## config.mk

```make
export PLATFORM = sky130hd
export DESIGN_NAME = stereo_match_stream
export DESIGN_NICKNAME = d
export VERILOG_FILES = /design/src/rtl/stereo_match_stream.sv
export SDC_FILE = /design/constraint.sdc
export NUM_CORES = 1
export LEC_CHECK = 0
export CORE_MARGIN = 2
export CORE_UTILIZATION = 35
export DETAILED_ROUTE_END_ITERATION = 16
export GPL_TIMING_DRIVEN = 0
export HOLD_SLACK_MARGIN = 0.08
export SYNTH_ARGS = -nofsm -noshare
export SYNTH_HDL_FRONTEND = slang
export SYNTH_SLANG_ARGS = --single-unit
```

## constraint.sdc

```tcl
create_clock -name clk_100mhz -period 5.7 [get_ports clk_100mhz]
set_input_delay 1.14 -clock clk_100mhz [delete_from_list [all_inputs] [get_ports clk_100mhz]]
set_output_delay 1.14 -clock clk_100mhz [all_outputs]
set_load 0.005 [all_outputs]
```

## src/rtl/stereo_match_stream.sv

```systemverilog
// Winner-take-all SAD/SSD block matcher: BLOCK*BLOCK + RD_LAT + 1 cycles per disparity per anchor.
// One result per anchor on a valid/ready stream; a stalled result freezes the BRAM addresses and all state.
module stereo_match_stream #(
  parameter int IMG_W    = 240,
  parameter int IMG_H    = 320,
  parameter int BLOCK    = 6,
  parameter int MAX_DISP = 32,
  parameter int PIX_W    = 8,
  parameter int RD_LAT   = 2,
  localparam int AW = $clog2(IMG_W * IMG_H),
  localparam int CW = 2 * PIX_W + $clog2(BLOCK * BLOCK) + 1,
  localparam int DW = $clog2(MAX_DISP + 1),
  localparam int XW = $clog2(IMG_W),
  localparam int YW = $clog2(IMG_H)
) (
  input  logic             clk_100mhz,
  input  logic             sys_rst,
  input  logic             start_in,
  input  logic             mode_in,
  output logic [AW-1:0]    left_addr_out,
  input  logic [PIX_W-1:0] left_din,
  output logic [AW-1:0]    right_addr_out,
  input  logic [PIX_W-1:0] right_din,
  output logic [DW-1:0]    disp_out,
  output logic [CW-1:0]    cost_out,
  output logic [XW-1:0]    x_out,
  output logic [YW-1:0]    y_out,
  output logic             disp_valid_out,
  input  logic             disp_ready_in,
  output logic             busy_out,
  output logic             frame_done_out
);

  localparam int BW = $clog2(BLOCK + 1);
  localparam int LW = $clog2(RD_LAT + 1);
  localparam logic [XW-1:0] X_LAST = XW'(IMG_W - BLOCK);
  localparam logic [YW-1:0] Y_LAST = YW'(IMG_H - BLOCK);
  localparam logic [XW-1:0] D_MAX  = XW'(MAX_DISP);
  localparam logic [BW-1:0] B_LAST = BW'(BLOCK - 1);
  localparam logic [LW-1:0] L_LAST = LW'(RD_LAT - 1);

  typedef enum logic [2:0] {
    S_IDLE, S_FETCH, S_DRAIN, S_COMPARE, S_EMIT, S_DONE
  } state_t;

  state_t            r_state;
  logic              r_mode;
  logic [XW-1:0]     r_x;
  logic [YW-1:0]     r_y;
  logic [DW-1:0]     r_d;
  logic [BW-1:0]     r_i;
  logic [BW-1:0]     r_j;
  logic [LW-1:0]     r_dcnt;
  logic              r_issue;
  logic [RD_LAT-1:0] r_vpipe;
  logic [CW-1:0]     r_acc;
  logic [CW-1:0]     r_best_cost;
  logic [DW-1:0]     r_best_d;
  logic [AW-1:0]     r_left_addr;
  logic [AW-1:0]     r_right_addr;
  logic [DW-1:0]     r_disp;
  logic [CW-1:0]     r_cost;
  logic [XW-1:0]     r_x_out;
  logic [YW-1:0]     r_y_out;
  logic              r_valid;
  logic              r_busy;
  logic              r_done;

  logic [AW-1:0]      w_row;
  logic [AW-1:0]      w_lcol;
  logic [AW-1:0]      w_rcol;
  logic [AW-1:0]      w_left_addr;
  logic [AW-1:0]      w_right_addr;
  logic               w_smp_vld;
  logic [PIX_W-1:0]   w_diff;
  logic [2*PIX_W-1:0] w_sq;
  logic [CW-1:0]      w_term;
  logic [CW-1:0]      w_acc_nxt;
  logic [XW-1:0]      w_dlim;
  logic               w_more;
  logic               w_better;

  // The right column cannot underflow because d never exceeds the anchor x.
  assign w_row        = AW'(r_y) + AW'(r_j);
  assign w_lcol       = AW'(r_x) + AW'(r_i);
  assign w_rcol       = w_lcol - AW'(r_d);
  assign w_left_addr  = w_row * AW'(IMG_W) + w_lcol;
  assign w_right_addr = w_row * AW'(IMG_W) + w_rcol;

  assign w_smp_vld = r_vpipe[RD_LAT-1];
  assign w_diff    = (left_din >= right_din) ? (left_din - right_din) : (right_din - left_din);
  assign w_sq      = {{PIX_W{1'b0}}, w_diff} * {{PIX_W{1'b0}}, w_diff};
  assign w_term    = !w_smp_vld ? '0 : (r_mode ? CW'(w_sq) : CW'(w_diff));
  assign w_acc_nxt = r_acc + w_term;

  // COMPARE coincides with the last sample's return, so it judges the sum including that sample.
  assign w_dlim   = (r_x < D_MAX) ? r_x : D_MAX;
  assign w_more   = XW'(r_d) < w_dlim;
  assign w_better = (r_d == '0) || (w_acc_nxt < r_best_cost);

  always_ff @(posedge clk_100mhz or posedge sys_rst) begin
    if (sys_rst) begin
      r_state      <= S_IDLE;
      r_mode       <= 1'b0;
      r_x          <= '0;
      r_y          <= '0;
      r_d          <= '0;
      r_i          <= '0;
      r_j          <= '0;
      r_dcnt       <= '0;
      r_issue      <= 1'b0;
      r_vpipe      <= '0;
      r_acc        <= '0;
      r_best_cost  <= '0;
      r_best_d     <= '0;
      r_left_addr  <= '0;
      r_right_addr <= '0;
      r_disp       <= '0;
      r_cost       <= '0;
      r_x_out      <= '0;
      r_y_out      <= '0;
      r_valid      <= 1'b0;
      r_busy       <= 1'b0;
      r_done       <= 1'b0;
    end else begin
      r_issue    <= 1'b0;
      r_vpipe[0] <= r_issue;
      for (int k = 1; k < RD_LAT; k++) r_vpipe[k] <= r_vpipe[k-1];
      if (w_smp_vld) r_acc <= w_acc_nxt;

      case (r_state)
        S_IDLE, S_DONE: begin
          r_done <= 1'b0;
          if (start_in) begin
            r_mode  <= mode_in;
            r_x     <= '0;
            r_y     <= '0;
            r_d     <= '0;
            r_i     <= '0;
            r_j     <= '0;
            r_acc   <= '0;
            r_busy  <= 1'b1;
            r_state <= S_FETCH;
          end else begin
            r_state <= S_IDLE;
          end
        end

        S_FETCH: begin
          r_left_addr  <= w_left_addr;
          r_right_addr <= w_right_addr;
          r_issue      <= 1'b1;
          if (r_i == B_LAST) begin
            r_i <= '0;
            if (r_j == B_LAST) begin
              r_j     <= '0;
              r_dcnt  <= '0;
              r_state <= S_DRAIN;
            end else begin
              r_j <= r_j + BW'(1);
            end
          end else begin
            r_i <= r_i + BW'(1);
          end
        end

        S_DRAIN: begin
          if (r_dcnt == L_LAST) r_state <= S_COMPARE;
          else                  r_dcnt  <= r_dcnt + LW'(1);
        end

        S_COMPARE: begin
          r_acc <= '0;
          if (w_better) begin
            r_best_cost <= w_acc_nxt;
            r_best_d    <= r_d;
          end
          if (w_more) begin
            r_d     <= r_d + DW'(1);
            r_state <= S_FETCH;
          end else begin
            r_disp  <= w_better ? r_d : r_best_d;
            r_cost  <= w_better ? w_acc_nxt : r_best_cost;
            r_x_out <= r_x;
            r_y_out <= r_y;
            r_valid <= 1'b1;
            r_state <= S_EMIT;
          end
        end

        S_EMIT: begin
          if (disp_ready_in) begin
            r_valid <= 1'b0;
            r_d     <= '0;
            if (r_x == X_LAST) begin
              r_x <= '0;
              if (r_y == Y_LAST) begin
                r_busy  <= 1'b0;
                r_done  <= 1'b1;
                r_state <= S_DONE;
              end else begin
                r_y     <= r_y + YW'(1);
                r_state <= S_FETCH;
              end
            end else begin
              r_x     <= r_x + XW'(1);
              r_state <= S_FETCH;
            end
          end
        end

        default: r_state <= S_IDLE;
      endcase
    end
  end

  assign left_addr_out  = r_left_addr;
  assign right_addr_out = r_right_addr;
  assign disp_out       = r_disp;
  assign cost_out       = r_cost;
  assign x_out          = r_x_out;
  assign y_out          = r_y_out;
  assign disp_valid_out = r_valid;
  assign busy_out       = r_busy;
  assign frame_done_out = r_done;

endmodule

```

; ---- Word-level counts from Yosys, hierarchy flattened
; Index checks and enable logic that the tools add are counted.
[op_classes]
n_bitwise = 1
magnitude_cmp = 4
n_mul = 2
mux = 54
div = 0
n_eq_ne = 21
shift = 0
n_addsub = 14
n_reduce_logical = 21
[ops]
columns = operator, count
row1 = $mux W23, 3
row2 = $pmux W23 S2, 1
row3 = $mux W8, 5
row4 = $mux W9, 4
row5 = $mux W3, 11
row6 = $mux W16, 2
row7 = $mux W6, 4
row8 = $add A23 B16 Y23, 1
row9 = $lt A23 B23 Y1, 1
row10 = $ne A2 B2 Y1 const B, 11
row11 = $pmux W6 S3, 1
row12 = $pmux W9 S2, 1
row13 = $add A17 B17 Y17, 1
row14 = $add A17 B9 Y17, 1
row15 = $mul A8 B8 Y16, 1
row16 = $pmux W8 S2, 1
row17 = $reduce_and A4 Y1, 4
row18 = $sub A8 B8 Y8, 2
row19 = $pmux W3 S5, 1
row20 = $mul A10 B4 Y13 const B, 1
row21 = $eq A3 B3 Y1 const B, 4
row22 = $pmux W3 S2, 2
row23 = $mux W1, 11
row24 = $add A9 B3 Y10, 1
row25 = 28 further kinds, 42
[word_totals]
output_inout_bits = 83
latch_bits = 0
rom_bits = 0
wordCells = 139
ram_bits = 0
reg_bits = 173
mem_count = 0

; ---- Depth between registers and ports, before layout
[depth]
depth_word = 9
mapped_depth = 47
ltp_nobuf = 45

; ---- Least setup slack after synthesis
; Ideal clock, no wire load.
[synth_path]
path_kind = input to register
start = in left_din[0]
end = reg r_best_cost[10]
required_time_ns = 5.572
setup_time_ns = 0.128
t_arrival_ns = 9.823
stages = 42
slack_ns = -4.251
cell_sequence = inv_1 ha_1 inv_1 fa_1 a21o_1 a211oi_2 o21ai_4 nand2_1 o21ai_1 xnor2_1 clkbuf_1 or2_1 inv_2 fa_1 fa_1 inv_1 fa_1 fa_1 [... 6 more ...] nor2_1 ha_1 clkbuf_1 a21o_1 and2_1 or2_0 a221o_1 nand2_1 xnor2_1 ha_1 a21o_1 a21o_1 a21oi_1 o21ai_0 a21oi_1 o21ai_2 buf_2 mux2_1
[synth_between]
elab_chain_cells = 9
[synth_lines]
columns = item, line_no
row1 = from (decl), 21  ; input logic [PIX_W-1:0] left_din,
row2 = $sub A8 B8 Y8 / $ge A8 B8 Y1 (equally long branches), 91  ; assign w_diff = (left_din >= right_din) ? (left_din - right_din) : (right_din - left_din);
row3 = $mux W8 *, 91
row4 = $mul A8 B8 Y16, 92  ; assign w_sq = {{PIX_W{1'b0}}, w_diff} * {{PIX_W{1'b0}}, w_diff};
row5 = $mux W16 * (2 in series), 93  ; assign w_term = !w_smp_vld ? '0 : (r_mode ? CW'(w_sq) : CW'(w_diff));
row6 = $add A23 B16 Y23 *, 94  ; assign w_acc_nxt = r_acc + w_term;
row7 = $lt A23 B23 Y1, 99  ; assign w_better = (r_d == '0) || (w_acc_nxt < r_best_cost);
row8 = $logic_or A1 B1 Y1, 99
row9 = $mux W23 *, 174  ; if (w_better) begin
row10 = to (signal assigned), 175  ; r_best_cost <= w_acc_nxt;
row11 = to (decl), 57  ; logic [CW-1:0] r_best_cost;
; Mark *: on every way between the ends. The rest lies on a longest branch, timed or not.
; A chain may end at the register's enable or synchronous reset.

; ---- Worst setup path in the final report
[layout_path]
start = in left_din[0]
end = reg r_best_cost[11]
; The elaborated chain is that of the path after synthesis.

==> results.py <==
metrics = {
    "detailed_routing": {
        "vias": 11400,
        "drc": 0,
        "viasPerCell": 5.06,
        "final_antenna_net_count": 0,
        "detail_route.iter0.violations": 591,
        "wl_per_cell_um": 15.9,
        "dr.pass1.iters": 7,
        "wirelength_mm": 35.9,
    },
    "finish": {
        "nFillCells": 3598,
        "fin_cells": 2259,
        "post-route-util_pct": 48.4,
        "syn_to_final_growth_pct": 35.6,
        "mostFrequentLayoutCell": "nand2_1",
        "layout-drive-gt1-share_pct": 23.6,
        "multi_input_area_um2": 9860,
        "final_cell_area_um2": 18300,
        "nets": 1946,
        "layout_common_cells": "nand2_1 (181), dfrtp_1 (172), inv_1 (132)",
        "register_area_um2": 4330,
    },
    "clocking": {
        "cts_buffer_depth": 2,
        "htree_levels": 4,
        "clockRootBuffer": "clkbuf_16",
        "cts_tree": "done",
        "clkSinkCount": 173,
        "holdBufCountCts": 0,
        "clk_latency_ns": 0.44,
        "path_clk_slew_ns": 0.07,
        "cts_inserted_buffers": 17,
    },
    "sta": {
        "hold_ws_ns": 0.350,
        "fmax_mhz": 105,
        "post-route-period-util_pct": 167,
        "fin_crit_ns": 9.52,
        "setup_violations": 77,
        "drv_slew": 0,
        "finalHoldViolCount": 0,
        "worst_pin_slew_ns": 0.838,
        "skew_ns": 0.0109,
        "setup_ws_ns": -3.82,
        "max-slew-margin-rel_pct": 44.1,
        "rsz0062_at_grt": "true",
        "tns_ns": -248.46,
    },
    "global_route": {
        "track_usage_pct": 17.7,
        "antenna_found_initial": 0,
        "grt_overflow": 0,
        "grt_pass1_wl_mm": 58.6,
        "grt_pass1_vias": 11400,
        "grt_max_degree": 41,
    },
    "critical_path": {
        "cp.required_ns": 6.02,
        "critPathMaxFanout": 8,
        "max_stage_delay_ns": 0.56,
        "worstSetupPathType": "input port to flop",
        "critPathLaunchType": "input port",
        "cp-end-kind": "flop",
        "critPathSlowestCell": "fa_1",
        "cp.arrival_ns": 9.85,
    },
    "synthesis": {
        "ys_ff_latch": 173,
        "ys.flop_type": "dfrtp_1",
        "syn_area_per_cell_um2": 9.00,
        "yosysSeqAreaShare_pct": 32.0,
        "ys_types": 75,
        "yosysWarnings": 0,
        "synth_area_um2": 13500,
        "synthArstFlopShare_pct": 100,
        "synth_edf_count": 0,
        "synth_top_area_share_pct": 32.0,
        "syn_nets": 1713,
        "ys_top_cells_by_area": "dfrtp_1 (32%), ha_1 (13%), fa_1 (7.3%), nand2_1 (5.3%), inv_1 (4.2%)",
        "yosysTopAreaCell": "dfrtp_1",
        "syn_inst": 1502,
    },
    "placed_design": {
        "place_congestion": 0.844,
        "pre_cts_slack_ns": -5.46,
        "dp_hpwl_mm": 26.1,
        "placed_cell_area_um2": 15600,
        "port_buffers": 103,
        "placed_cells_incl_taps": 2121,
    },
    "floorplanning": {
        "initial_core_util_pct": 35.7,
        "num_rows": 71,
        "die_h_um": 201,
        "io_pins": 104,
        "core_um2": 37800,
        "die_area_um2": 40200,
        "die_w_um": 201,
    },
    "power_and_ir_drop": {
        "p_leak_nw": 8.68,
        "ir_worst_vdd_mv": 0.543,
        "p_per_area_nw_per_um2": 577,
        "power_mw": 10.6,
    },
    "outcome": {
        "violations": "setup timing",
        "outcome": "complete, but fails checks",
    },
    "flow_run": {
        "drv_cap": 0,
    },
    "hold_path": {
        "min_path_type": "flop to flop",
    },
}
[report_power, final]
group	total, mW	leakage (nW)	switching, mW	internal [mW]
clock network	1.09	0.249	0.528	0.557
registers	1.73	2.34	0.222	1.51
logic	7.77	6.09	4.01	3.76
[worst max-delay path, delay by kind of cell]
kind / cells / cell delay (ns)
muxes: 1 / 0.29
xor gates and xnor gates: 3 / 0.51
and+or+nand+nor: 5 / 1.15
adders and majority gates: 9 / 3.19
buffers and inverters: 9 / 0.79
AOI/OAI and AO/OA: 15 / 2.74
[cell type report]
cell class,instances,share of cell area (%)
Inverter,151,3.18
Timing Repair Buffer,216,11.4
Clock buffer,18,2.34
Buffer,46,1.67
Sequential cell,173,23.6
Tap cell,511,3.49
Clock inverter,13,0.512
Antenna cell,1,0.0136
Multi-Input combinational cell,1130,53.8
[flip-flops by register name, indices dropped and copies added (netlist names), 8 cells and up]
register,cells
x_out,8
r_y,9
r_x,8
r_best_cost,23
y_out,9
right_addr_out,17
r_acc,23
cost_out,23
left_addr_out,17
[metal layers]
layer	GRT usage, %	part of all wire, %	routed length [um]
met4	3.86	0.83	299
met1	23.8	47	16700
met2	29.9	49	17400
met5	0	0	0
met3	2.91	4.0	1430
[final timing paths]
check,from,to,slack (ns),depth (start not counted)
setup / recovery,left_din[0],r_best_cost[11],-3.82,42
hold / removal,r_vpipe[0],r_vpipe[1],0.35,0
setup reg to reg,r_y[1],right_addr_out[16],0.35,19
hold reg to reg,r_vpipe[0],r_vpipe[1],0.35,0
max in group asynchronous,sys_rst,r_acc[18],3.54,5
min in group asynchronous,sys_rst,right_addr_out[12],1.13,2
[cells in the mapped netlist, drive strengths merged (3+ instances only)]
cell / n
buf: 21
nor3: 23
a31oi: 7
o31ai: 13
xor2: 51
nor3b: 4
and2: 11
nor2b: 11
nand4: 18
nand3b: 3
a21boi: 3
inv: 151
nand3: 22
dfrtp: 173
a21o: 37
or3: 9
a211oi: 8
a221o: 4
o211ai: 5
xnor2: 50
mux2: 24
clkbuf: 27
fa: 49
and4: 3
o21bai: 10
and3: 10
nor2: 115
ha: 141
nand2b: 17
a21oi: 70
o41ai: 7
nand2: 192
or2: 15
o21a: 6
o21ai: 122
mux2i: 42
[repair_timing]
item	in CTS	in global routing
endpoints found under the hold margin	0	0
gates resized for setup	182	134
pin swaps	73	91
buffers inserted	62	44
gates cloned	4	0
setup endpoints to repair	78	82
[logic make-up after synthesis]
family                   Yosys count  synth area share [%]
multiplexers                      66                  5.11
flip-flops                       173                  32.0
buffers and inverters            199                  5.79
adder cells (fa/ha/maj)          190                  20.3
XOR/XNOR                         102                  6.77
AND/OR/NAND/NOR                  460                  15.5
AO/OA/AOI/OAI                    312                  14.5
No activity file was read; power rests on OpenSTA's default activity.
